### config.mk
export PLATFORM = sky130hd
export DESIGN_NAME = load_store_unit
export DESIGN_NICKNAME = d
export VERILOG_FILES = /design/src/rtl/load_store_unit.sv
export SDC_FILE = /design/constraint.sdc
export NUM_CORES = 1
export LEC_CHECK = 0
export ABC_CLOCK_PERIOD_IN_PS = 1700
export BUFFER_PORTS_ARGS = -buffer_cell sky130_fd_sc_hd__buf_2
export CAP_MARGIN = 5
export CORE_ASPECT_RATIO = 0.9
export CORE_UTILIZATION = 47
export DETAILED_ROUTE_END_ITERATION = 8
export PLACE_DENSITY = 0.89
export SLEW_MARGIN = 20
export SYNTH_ARGS = -nofsm -noshare
export SYNTH_HDL_FRONTEND = slang
export SYNTH_SLANG_ARGS = --single-unit
### constraint.sdc
create_clock -name i_clk -period 1.7 [get_ports i_clk]
set_input_delay 0.085 -clock i_clk [delete_from_list [all_inputs] [get_ports i_clk]]
set_output_delay 0.085 -clock i_clk [all_outputs]
set_load 0.05 [all_outputs]
### src/rtl/load_store_unit.sv
// Memory-stage load/store unit.
// Accepts one load/store request per transaction and drives the data memory as its master.
// A load occupies the unit until its result returns. A store completes in the cycle it is accepted.
// Misaligned accesses and illegal funct3 values raise a one-cycle trap pulse.
//
// Ports
//   i_clk, i_rst                    clock, synchronous active-high reset
//   i_req_valid / o_req_ready       request handshake
//   i_req_store, i_funct3, i_addr,  request payload: store flag, RV32I funct3, byte address,
//   i_store_data, i_rd              LSB-aligned store data, load destination register
//   o_resp_valid/data/rd            load result pulse, extended data, destination register
//   o_exc_valid/cause/addr          trap pulse; cause 01 load misaligned, 10 store misaligned,
//                                   11 illegal funct3; faulting address
//   o_stall                         a load is in flight
//   mem_valid, mem_w_en, mem_w_size, data memory request: valid, write enable, size
//   mem_addr, mem_w_data            (0 byte, 1 half, 2 word), address, unshifted write data
//   mem_r_data, mem_ready           registered read data (valid the cycle after the request), ready
module load_store_unit #(
    parameter bit REG_RESP   = 1'b1,
    parameter bit TRAP_MISAL = 1'b1
) (
    input  logic        i_clk,
    input  logic        i_rst,
    input  logic        i_req_valid,
    output logic        o_req_ready,
    input  logic        i_req_store,
    input  logic [2:0]  i_funct3,
    input  logic [31:0] i_addr,
    input  logic [31:0] i_store_data,
    input  logic [4:0]  i_rd,
    output logic        o_resp_valid,
    output logic [31:0] o_resp_data,
    output logic [4:0]  o_resp_rd,
    output logic        o_exc_valid,
    output logic [1:0]  o_exc_cause,
    output logic [31:0] o_exc_addr,
    output logic        o_stall,
    output logic        mem_valid,
    output logic        mem_w_en,
    output logic [1:0]  mem_w_size,
    output logic [31:0] mem_addr,
    output logic [31:0] mem_w_data,
    input  logic [31:0] mem_r_data,
    input  logic        mem_ready
);

    localparam int unsigned XLEN = 32;

    localparam logic [1:0] SIZE_HALF = 2'd1;
    localparam logic [1:0] SIZE_WORD = 2'd2;

    localparam logic [1:0] CAUSE_LOAD_MISAL  = 2'b01;
    localparam logic [1:0] CAUSE_STORE_MISAL = 2'b10;
    localparam logic [1:0] CAUSE_ILLEGAL     = 2'b11;

    typedef enum logic [1:0] {
        IDLE    = 2'd0,
        RD_WAIT = 2'd1,
        RESP    = 2'd2
    } state_t;

    state_t            state;
    logic [XLEN-1:0]   addr_q;
    logic [2:0]        funct3_q;
    logic              resp_valid_q;
    logic [XLEN-1:0]   resp_data_q;

    logic              accept_c;
    logic              illegal_c;
    logic              misal_c;
    logic              trap_c;
    logic              access_c;
    logic [1:0]        trap_cause_c;
    logic [XLEN-1:0]   eff_addr_c;
    logic [7:0]        byte_lane_c;
    logic [15:0]       half_lane_c;
    logic [XLEN-1:0]   load_ext_c;

    // Request decode: legality, alignment, trap cause and effective address
    always_comb begin
        accept_c = i_req_valid && o_req_ready;
        if (i_req_store) begin
            illegal_c = i_funct3[2] || (i_funct3[1:0] == 2'b11);
        end else begin
            illegal_c = (i_funct3[1:0] == 2'b11) || (i_funct3[2] && i_funct3[1]);
        end
        misal_c = ((i_funct3[1:0] == SIZE_HALF) && i_addr[0]) ||
                  ((i_funct3[1:0] == SIZE_WORD) && (i_addr[1:0] != 2'b00));
        // An illegal size has no alignment, so the illegal check wins
        trap_c   = illegal_c || (TRAP_MISAL && misal_c);
        access_c = accept_c && !trap_c;
        if (illegal_c) begin
            trap_cause_c = CAUSE_ILLEGAL;
        end else if (i_req_store) begin
            trap_cause_c = CAUSE_STORE_MISAL;
        end else begin
            trap_cause_c = CAUSE_LOAD_MISAL;
        end
        // Without misalignment traps the access is forced onto the containing word
        eff_addr_c = i_addr;
        if (!TRAP_MISAL && misal_c) begin
            eff_addr_c = {i_addr[XLEN-1:2], 2'b00};
        end
    end

    // Memory request: only driven in IDLE; afterwards the address holds the load address
    always_comb begin
        mem_valid  = access_c;
        mem_w_en   = access_c && i_req_store;
        mem_w_size = i_funct3[1:0];
        mem_w_data = i_store_data;
        mem_addr   = (state == IDLE) ? eff_addr_c : addr_q;
    end

    // Lane selection and extension of the returned word
    always_comb begin
        byte_lane_c = mem_r_data[7:0];
        unique case (addr_q[1:0])
            2'd0: byte_lane_c = mem_r_data[7:0];
            2'd1: byte_lane_c = mem_r_data[15:8];
            2'd2: byte_lane_c = mem_r_data[23:16];
            2'd3: byte_lane_c = mem_r_data[31:24];
        endcase
        half_lane_c = addr_q[1] ? mem_r_data[31:16] : mem_r_data[15:0];
        case (funct3_q)
            3'b000:  load_ext_c = {{24{byte_lane_c[7]}}, byte_lane_c};
            3'b001:  load_ext_c = {{16{half_lane_c[15]}}, half_lane_c};
            3'b100:  load_ext_c = {24'd0, byte_lane_c};
            3'b101:  load_ext_c = {16'd0, half_lane_c};
            default: load_ext_c = mem_r_data;
        endcase
    end

    // Transaction FSM with registered trap and response outputs
    always_ff @(posedge i_clk) begin
        if (i_rst) begin
            state        <= IDLE;
            addr_q       <= '0;
            funct3_q     <= '0;
            resp_valid_q <= 1'b0;
            resp_data_q  <= '0;
            o_resp_rd    <= '0;
            o_exc_valid  <= 1'b0;
            o_exc_cause  <= '0;
            o_exc_addr   <= '0;
        end else begin
            o_exc_valid  <= accept_c && trap_c;
            resp_valid_q <= 1'b0;
            if (accept_c && trap_c) begin
                o_exc_cause <= trap_cause_c;
                o_exc_addr  <= i_addr;
            end
            case (state)
                IDLE: begin
                    if (access_c && !i_req_store) begin
                        addr_q    <= eff_addr_c;
                        funct3_q  <= i_funct3;
                        o_resp_rd <= i_rd;
                        state     <= RD_WAIT;
                    end
                end
                RD_WAIT: begin
                    if (REG_RESP) begin
                        resp_data_q  <= load_ext_c;
                        resp_valid_q <= 1'b1;
                        state        <= RESP;
                    end else begin
                        state <= IDLE;
                    end
                end
                RESP:    state <= IDLE;
                default: state <= IDLE;
            endcase
        end
    end

    // Handshake and response views of the state
    always_comb begin
        o_req_ready = (state == IDLE) && mem_ready;
        o_stall     = (state != IDLE);
        if (REG_RESP) begin
            o_resp_valid = resp_valid_q;
            o_resp_data  = resp_data_q;
        end else begin
            o_resp_valid = (state == RD_WAIT);
            o_resp_data  = (state == RD_WAIT) ? load_ext_c : '0;
        end
    end

endmodule

[Word-level counts from Yosys, hierarchy flattened]
Cells that the tools add are included.
Operators by class
  $add $sub $neg: 0
  $lt $le $gt $ge: 0
  shifts and indexed selects: 0
  divide/modulo/power cells: 0
  equal/unequal tests: 11
  multipliers: 0
  bitwise logic cells: 0
  reductions and logical operators: 21
  muxes and demuxes: 10
Operators by type and width (number)
  case mux 32 bit (4 select lines): 1
  two-way mux 32 bit: 1
  case mux 8 bit (4 select lines): 1
  two-way mux 16 bit: 1
  logical AND 1 bit: 9
  == test 2 bit, second input constant: 4
  == test 2 x 1 -> 1 bit, second input constant: 3
  == test 3 bit, second input constant: 2
  two-way mux 2 bit: 3
  logical NOT 2 bit: 2
  logical OR 1 bit: 4
  case mux 2 bit (2 select lines): 1
  nonzero test 2 bit: 2
  == test 3 x 1 -> 1 bit, second input constant: 1
  logical NOT 3 bit: 1
  logical NOT 1 bit: 2
  two-way mux 1 bit: 2
  inequality test 2 x 1 -> 1 bit, second input constant: 1
  AND reduction 2 bit: 1
Storage, ports and cells
  logic and storage cells: 51
  memories: 0
  input bits: 109
  output and inout bits: 143
  bits in latches: 0
  flip-flop bits (word level): 110
  bits in read-only memories: 0
  memory bits (writable): 0

[Depth between registers and ports, before layout]
Gate-level depths: netlist of the first run.
  depth in word-level cells: 9
  depth in mapped cells: 6
  gate-level depth less buffers: 4

[Worst setup path after synthesis of the first run]
OpenSTA, ideal clock, no wires.
  path kind: register -> output
  start point: reg state[1]
  end point: out mem_w_en
  path buffers: 0
  required time: 1.615 ns
  path slack: -0.074 ns
  data arrival time: 1.689 ns
  cell stages (with the launch flop): 3
  cell sequence: dfxtp_1 -> nand4bb_1 -> nor3_1
Between the ends
  cells in the longest elaborated chain, start to end: 5
RTL lines
  start: declaration: line 62  | state_t state;
  start signal: assignment: line 137  | state <= IDLE;
  start signal: assignment: line 159  | state <= RD_WAIT;
  start signal: assignment: line 166  | state <= RESP;
  logical NOT 2 bit: line 179  | o_req_ready = (state == IDLE) && mem_ready;
  logical AND 1 bit: line 179
  logical AND 1 bit: line 81  | accept_c = i_req_valid && o_req_ready;
  logical AND 1 bit: line 91  | access_c = accept_c && !trap_c;
  logical AND 1 bit: line 109  | mem_w_en = access_c && i_req_store;
  end: declaration: line 39  | output logic mem_w_en,
Every way passes these cells.

[Final worst setup path of the first run]
  start point: reg state[1]
  end point: out mem_addr[20]
Between the ends
  cells in the longest elaborated chain, start to end: 2
RTL lines
  logical NOT 2 bit: line 112  | mem_addr = (state == IDLE) ? eff_addr_c : addr_q;
  two-way mux 32 bit: line 112
  end: declaration: line 41  | output logic [31:0] mem_addr,
Every way passes these cells.

==> results of run 1 <==
worst min-delay path, delay by kind of cell:
kind            cells  cell delay (ns)
compound gates      1             0.07
buf+inv             2             0.15
what timing repair did:
item	4_1_cts	5_1_grt
setup endpoints to repair	48	55
pin swaps	0	3
cloned	0	3
setup buffers	0	2
hold buffers	37	0
hold endpoints to repair	40	0
gates resized for setup	56	54
worst max path at each step:
stage / from / end / slack (ns)
floorplan: state[1] / o_exc_cause[0] / 0.12
global placement: addr_q[1] / o_resp_data[30] / 0.05
detailed placement: addr_q[1] / o_resp_data[16] / -0.02
CTS: state[0] / mem_addr[21] / -0.01
global route: state[1] / mem_addr[20] / -0.05
finish: state[1] / mem_addr[20] / -0.02
cell usage after synthesis (12+ instances only):
cell type  count
dfxtp_1      110
nand2_1       88
nor2_1        75
mux2i_1       43
a21oi_1       39
mux2_2        39
buf_4         37
a211oi_1      25
clkbuf_1      22
inv_1         16
nand3b_1      16
buf_2         12
cell type report:
cell class | instances | area (um2) | area share (%)
Inverter | 16 | 60.1 | 0.830
Sequential cell | 110 | 2210 | 30.5
Clock inverter | 5 | 82.6 | 1.14
Multi-Input combinational cell | 384 | 2520 | 34.8
Clock buffer | 11 | 243 | 3.35
Tap cell | 133 | 166 | 2.30
Timing Repair Buffer | 255 | 1960 | 27.1
cells by family after synthesis:
group / after synthesis
AO/OA/AOI/OAI: 96
buffers and inverters: 95
flip-flops: 110
multiplexers: 82
AND/OR/NAND/NOR: 206
metal layers:
| layer | track usage, % | share of wire [%] | vias to the layer above |
|---|---|---|---|
| met5 | 0 | 0 | - |
| met4 | 8.70 | 2.4 | 0 |
| met3 | 5.75 | 6.7 | 47 |
| met2 | 44.7 | 51 | 217 |
| met1 | 30.4 | 40 | 2378 |
| li1 | - | - | 2333 |
registers in the layout, indices dropped and copies added, names as in the netlist, 2 cells and up:
| register | count |
|---|---|
| funct3_q | 3 |
| addr_q | 32 |
| o_exc_addr | 32 |
| o_exc_cause | 2 |
| o_resp_rd | 5 |
| o_resp_data | 32 |
| state | 2 |
per-stage QoR:
| stage | TNS [ns] | cells | hold WS (ns) |
|---|---|---|---|
| after floorplan | 0 | 589 | 0.221 |
| after global placement | 0 | 856 | 0.170 |
| after detailed placement | -0.115 | 856 | 0.170 |
| after CTS | -0.0148 | 909 | 0.000283 |
| after global routing | -0.688 | 914 | 0.000899 |
| final | -0.0330 | 914 | 0.00260 |
power breakdown:
part	internal, mW	switching [mW]	total [mW]
Clock	1.34	0.963	2.30
Sequential	2.65	0.0395	2.69
Combinational	0.471	0.771	1.24
==> results.tsv, run 1 <==
stage	metric	value	unit
clock_tree	H-tree level count	3	
setup_path	Setup Crit Path Kind	flop to output port	
timing	RSZ-0062 raised after global routing	true	
timing	min Tclk post-route	1.72	ns
logic_synthesis	multiplexer share of the synthesized area	16.6	%
timing	final worst slack	-0.0152	ns
hold_path	WHS Endpoint	o_resp_data[4]	
layout	Fill cells	855	
logic_synthesis	largest family of logic cells by synthesized area	simple AND/OR/NAND/NOR gates	
setup_path	Crit path buffers/inverters	3	
detailed_routing	drt total wl	16.0	mm
detailed_routing	vias	4975	
layout	Diodes inserted	0	
layout	Post-Route Utilization	66.9	%
placement	Placed Area	6090	um2
setup_path	worst r2r dst	o_resp_data[18]	
placement	GPL Wtd Cong	0.885	
logic_synthesis	top cells by area, synth	dfxtp_1 42%, mux2_2 8.4%, mux2i_1 8.2%, nand2_1 6.3%, nor2_1 5.4%	
layout	design area	7240	um2
setup_path	CP Data Required Time	1.62	ns
logic_synthesis	ys async rst share	0	%
global_route	initial antenna violation count	0	
floorplan	die boundary height	102	um
logic_synthesis	flop and latch count out of synthesis	110	
status	violated checks	negative setup slack	
floorplan	core area	10800	um2
detailed_routing	post-route ant nets	0	
setup_path	instance count on the critical path	5	
logic_synthesis	area of the mapped netlist	5230	um2
logic_synthesis	Most used DFF post-synth	dfxtp_1	
clock_tree	Num CTS Buffers	9	
clock_tree	Num Clock Sinks	110	
floorplan	die area	11500	um2
detailed_routing	Routed wire per std cell	17.5	um
global_route	GRT Residual Overflow	0	
logic_synthesis	Post-Synth XOR/XNOR Area	0	%
setup_path	Critical Path Start Type	flop	
hold_path	hold wc startpoint	mem_r_data[4]	
setup_path	worst r2r src	addr_q[1]	
layout	most frequent cells in the layout	153 x buf_2, 108 x dfxtp_1, 88 x nand2_1	
logic_synthesis	Synth top area share	42.1	%
clock_tree	clock slew at reported path FFs	0.07	ns
power_and_ir_drop	Leakage	3.10	nW
logic_synthesis	Synth area leader	dfxtp_1	
layout	layout cells sized above 1	36.2	%
logic_synthesis	Syn Nets	698	
run	Max Cap Viol	0	
layout	Layout area overhead	38.4	%
setup_path	Slowest-stage cell, CP	dfxtp_4	
clock_tree	clk root buf	clkbuf_16	
detailed_routing	Residual DRC	0	
clock_tree	CTS max path bufs	2	
floorplan	placement row count	36	
logic_synthesis	cells after synthesis	589	
hold_path	hold path cells	3	
setup_path	crit-path cells	nor2_4 -> buf_12 -> buf_12 -> mux2_2 -> buf_6	
global_route	vias in the first global route	4617	
global_route	Total Routing Usage GR	25.2	%
global_route	first-pass GRT wire length	23.0	mm
power_and_ir_drop	worst vdd ir	0.556	mV
timing	Final period util	101	%
timing	max-slew violations	0	
detailed_routing	initial drt markers	489	
logic_synthesis	number of distinct library cells after synthesis	36	
status	status	finished, violations left	
clock_tree	clk_lat worst skew	0.34	ns
floorplan	die width	113	um
setup_path	Crit path largest cell delay	0.36	ns
logic_synthesis	compound-cell area share of the yosys netlist	12.2	%
logic_synthesis	Post-synth EDFFs	0	
timing	count of final setup violators	5	
timing	Slew HR	68.6	%
setup_path	Setup crit end kind	output port	
setup_path	CP most frequent cell	buf_12	
floorplan	Initial Util	48.4	%
detailed_routing	DR vias/cell	5.44	
logic_synthesis	synthesized area per cell	8.88	um2
placement	worst slack at placement	-0.0210	ns
power_and_ir_drop	pwr dens	861	nW/um2
detailed_routing	first drt pass iteration count	6	
placement	number of port buffers	187	
layout	leading cell type in the layout, fill and taps excluded	buf_2	
logic_synthesis	Syn. warnings	0	
layout	NumNets Final	885	
timing	Fin. Hold Viols	0	
setup_path	internal reg-to-reg setup slack	0.08	ns
clock_tree	CTS tree	built	
timing	Layout Skew	0.00465	ns
hold_path	worst hold path class	input port to flop	
setup_path	Worst path top cell family by delay	buffers and inverters	
setup_path	CP max FO	9	
logic_synthesis	post-synthesis sequential area ratio	42.1	%
power_and_ir_drop	PnR Total Power	6.23	mW
global_route	largest net degree at the start of global routing	43	
logic_synthesis	Adder-Cell Fraction of Synth Area	0	%
placement	DP HPWL	9.92	mm
floorplan	Ports	252	
setup_path	r2r worst-path depth	4	
timing	slew at the pin closest to its max-slew limit	0.471	ns
logic_synthesis	Synth Area in Simple Gates	17.5	%
timing	fmax	0.583	GHz
setup_path	CP Data Arrival Time	1.63	ns
Note: power is estimated with default switching activity, not from simulation.
==> inputs of run 2 (changes only) <==
Settings changed: ABC_CLOCK_PERIOD_IN_PS 1700 to 1800.
Clock period 1.7 ns to 1.8 ns, I/O delays scaled along.
==> results.tsv, run 2 (synthesized netlist as in run 1, its figures left out) <==
stage	metric	value	unit	change
power_and_ir_drop	Flop pwr share	45.9	%	was 43.1%
detailed_routing	Residual DRC	0		unchanged
detailed_routing	met3 wirelength from detailed routing	1.14	mm	was 1.07 mm
detailed_routing	drt total wl	14.2	mm	was 16.0 mm
hold_path	hold path cells	3		unchanged
detailed_routing	Routed wire per std cell	15.8	um	was 17.5 um
layout	Diodes inserted	0		unchanged
setup_path	instance count on the critical path	4		was 5
floorplan	placement row count	36		unchanged
setup_path	r2r worst-path depth	6		was 4
timing	final setup TNS	0	ns	was -0.0330 ns
clock_tree	clock slew at reported path FFs	0.07	ns	about the same
layout	Layout area overhead	27.3	%	was 38.4%
setup_path	CP Data Arrival Time	1.66	ns	was 1.63 ns
timing	fmax	0.572	GHz	
setup_path	crit-path cells	nor2_4 -> buf_6 -> mux2_2 -> buf_2		was nor2_4 -> buf_12 -> buf_12 -> mux2_2 -> buf_6
placement	number of port buffers	187		unchanged
layout	layout cells sized above 1	35.2	%	was 36.2%
layout	non-filler instance count after layout	900		was 914
floorplan	die area	11500	um2	unchanged
floorplan	core area	10800	um2	unchanged
setup_path	CP max FO	19		was 9
layout	most frequent cells in the layout	186 x buf_2, 110 x dfxtp_1, 88 x nand2_1		was 153 x buf_2, 108 x dfxtp_1, 88 x nand2_1
run	Max Cap Viol	0		unchanged
floorplan	Ports	252		unchanged
global_route	GRT Residual Overflow	0		unchanged
clock_tree	H-tree level count	3		unchanged
setup_path	internal reg-to-reg setup slack	0.20	ns	was 0.08 ns
status	status	finished clean		was finished, violations left
timing	slew at the pin closest to its max-slew limit	0.664	ns	was 0.471 ns
global_route	largest net degree at the start of global routing	61		was 43
power_and_ir_drop	pwr dens	831	nW/um2	was 861 nW/um2
hold_path	WHS Endpoint	o_exc_addr[11]		was o_resp_data[4]
hold_path	worst hold path class	input port to flop		unchanged
global_route	Total Routing Usage GR	24.6	%	was 25.2%
layout	NumNets Final	872		was 885
power_and_ir_drop	P_sw	1.59	mW	was 1.77 mW
placement	DP HPWL	9.65	mm	was 9.92 mm
setup_path	Crit path buffers/inverters	2		was 3
detailed_routing	met1 wire length	5.94	mm	was 6.42 mm
timing	Final period util	97.1	%	
detailed_routing	post-route ant nets	0		unchanged
power_and_ir_drop	switch share	28.8	%	was 28.5%
power_and_ir_drop	internal power	3.94	mW	was 4.45 mW
setup_path	Setup crit end kind	output port		unchanged
global_route	initial antenna violation count	0		unchanged
setup_path	Slowest-stage cell, CP	mux2_2		was dfxtp_4
detailed_routing	first drt pass iteration count	4		was 6
setup_path	worst r2r dst	o_exc_addr[12]		was o_resp_data[18]
clock_tree	Num CTS Buffers	9		unchanged
hold_path	hold wc startpoint	i_addr[11]		was mem_r_data[4]
timing	Layout Skew	0.00569	ns	was 0.00465 ns
timing	min Tclk post-route	1.75	ns	
setup_path	Crit path largest cell delay	0.37	ns	was 0.36 ns
clock_tree	CTS max path bufs	2		unchanged
clock_tree	clk_lat worst skew	0.34	ns	about the same
floorplan	Initial Util	48.4	%	unchanged
placement	GPL Wtd Cong	0.870		was 0.885
power_and_ir_drop	Leakage	2.79	nW	was 3.10 nW
placement	placed cell count	853		was 856
setup_path	worst r2r src	state[1]		was addr_q[1]
setup_path	Critical Path Start Type	flop		unchanged
clock_tree	Num Clock Sinks	110		unchanged
clock_tree	clk root buf	clkbuf_16		unchanged
setup_path	CP Data Required Time	1.71	ns	was 1.62 ns
clock_tree	CTS tree	built		unchanged
setup_path	Setup Crit Path Kind	flop to output port		unchanged
power_and_ir_drop	worst vdd ir	0.723	mV	was 0.556 mV
detailed_routing	DR WL met2	6.70	mm	was 8.10 mm
timing	Fin. Hold Viols	0		unchanged
global_route	vias in the first global route	4483		was 4,617
timing	max-slew violations	0		unchanged
power_and_ir_drop	clock share of power	35.9	%	was 36.9%
detailed_routing	vias	4772		was 4,975
detailed_routing	top routing layer in use	met4		unchanged
detailed_routing	initial drt markers	391		was 489
layout	leading cell type in the layout, fill and taps excluded	buf_2		unchanged
detailed_routing	DR vias/cell	5.30		was 5.44
floorplan	die boundary height	102	um	unchanged
timing	Slew HR	55.7	%	was 68.6%
timing	count of final setup violators	0		was 5
global_route	first-pass GRT wire length	22.3	mm	was 23.0 mm
timing	RSZ-0062 raised after global routing	false		was true
power_and_ir_drop	Comb pwr share	18.3	%	was 19.9%
floorplan	die width	113	um	unchanged
setup_path	Worst path top cell family by delay	buffers and inverters		unchanged
## run 2: what timing repair did
action | in CTS | in global routing
hold endpoints to repair | 31 | 1
gates resized for setup | 0 | 2
buffers inserted | 0 | 0
endpoints found under the setup margin | 0 | 32
hold buffers | 31 | 1
## run 2: worst max-delay path by stage
stage                    to      start
6_report       mem_addr[22]   state[0]
2_1_floorplan      mem_w_en   state[1]
3_3_place_gp     addr_q[17]  i_addr[0]
3_5_place_dp     addr_q[16]  i_addr[0]
5_1_grt        mem_addr[20]   state[0]
4_1_cts        mem_addr[21]   state[0]
## run 2: layout make-up
type | instances | area, um2
flip-flops and latches | 110 | 2200
clock buffers | 12 | 246
fillers | 925 | 4150
inverters | 16 | 60.1
repair buffers | 242 | 1500
well taps | 133 | 166
multi-input cells | 384 | 2430
clock inverters | 3 | 45.0
## run 2: metal layers
metal,GRT usage (%),vias to the layer above
met5,0,-
met4,11.9,0
met3,6.47,40
met2,41.2,233
met1,29.6,2184
li1,-,2315
## run 2: worst min-delay path, stage by stage
cell and delay (ns):
buf_2 0.11, nand2_1 0.05, a21oi_1 0.05
## run 2: power groups by stage
| stage | registers, mW | logic, mW | clock network, mW |
|---|---|---|---|
| global placement | 2.59 | 0.940 | 0 |
| CTS | 2.54 | 1.00 | 2.02 |
| floorplan | 2.77 | 0.677 | 0 |
| global route | 2.54 | 1.07 | 2.10 |
| detailed placement | 2.59 | 0.950 | 0 |
| finish | 2.54 | 1.01 | 1.98 |
## run 2: per-stage QoR
stage               hold WS [ns]  total power [mW]  utilization, %  instance area (um2)  setup slack (ns)
floorplan                  0.226              3.44               -                 5230            0.0209
global route             0.00739              5.72            61.6                 6660           0.00157
finish                   0.00867              5.53            61.6                 6660            0.0525
global placement           0.180              3.53            55.8                 6040             0.176
detailed placement         0.180              3.54            55.8                 6040             0.166
CTS                      0.00143              5.56            61.4                 6640           0.00414
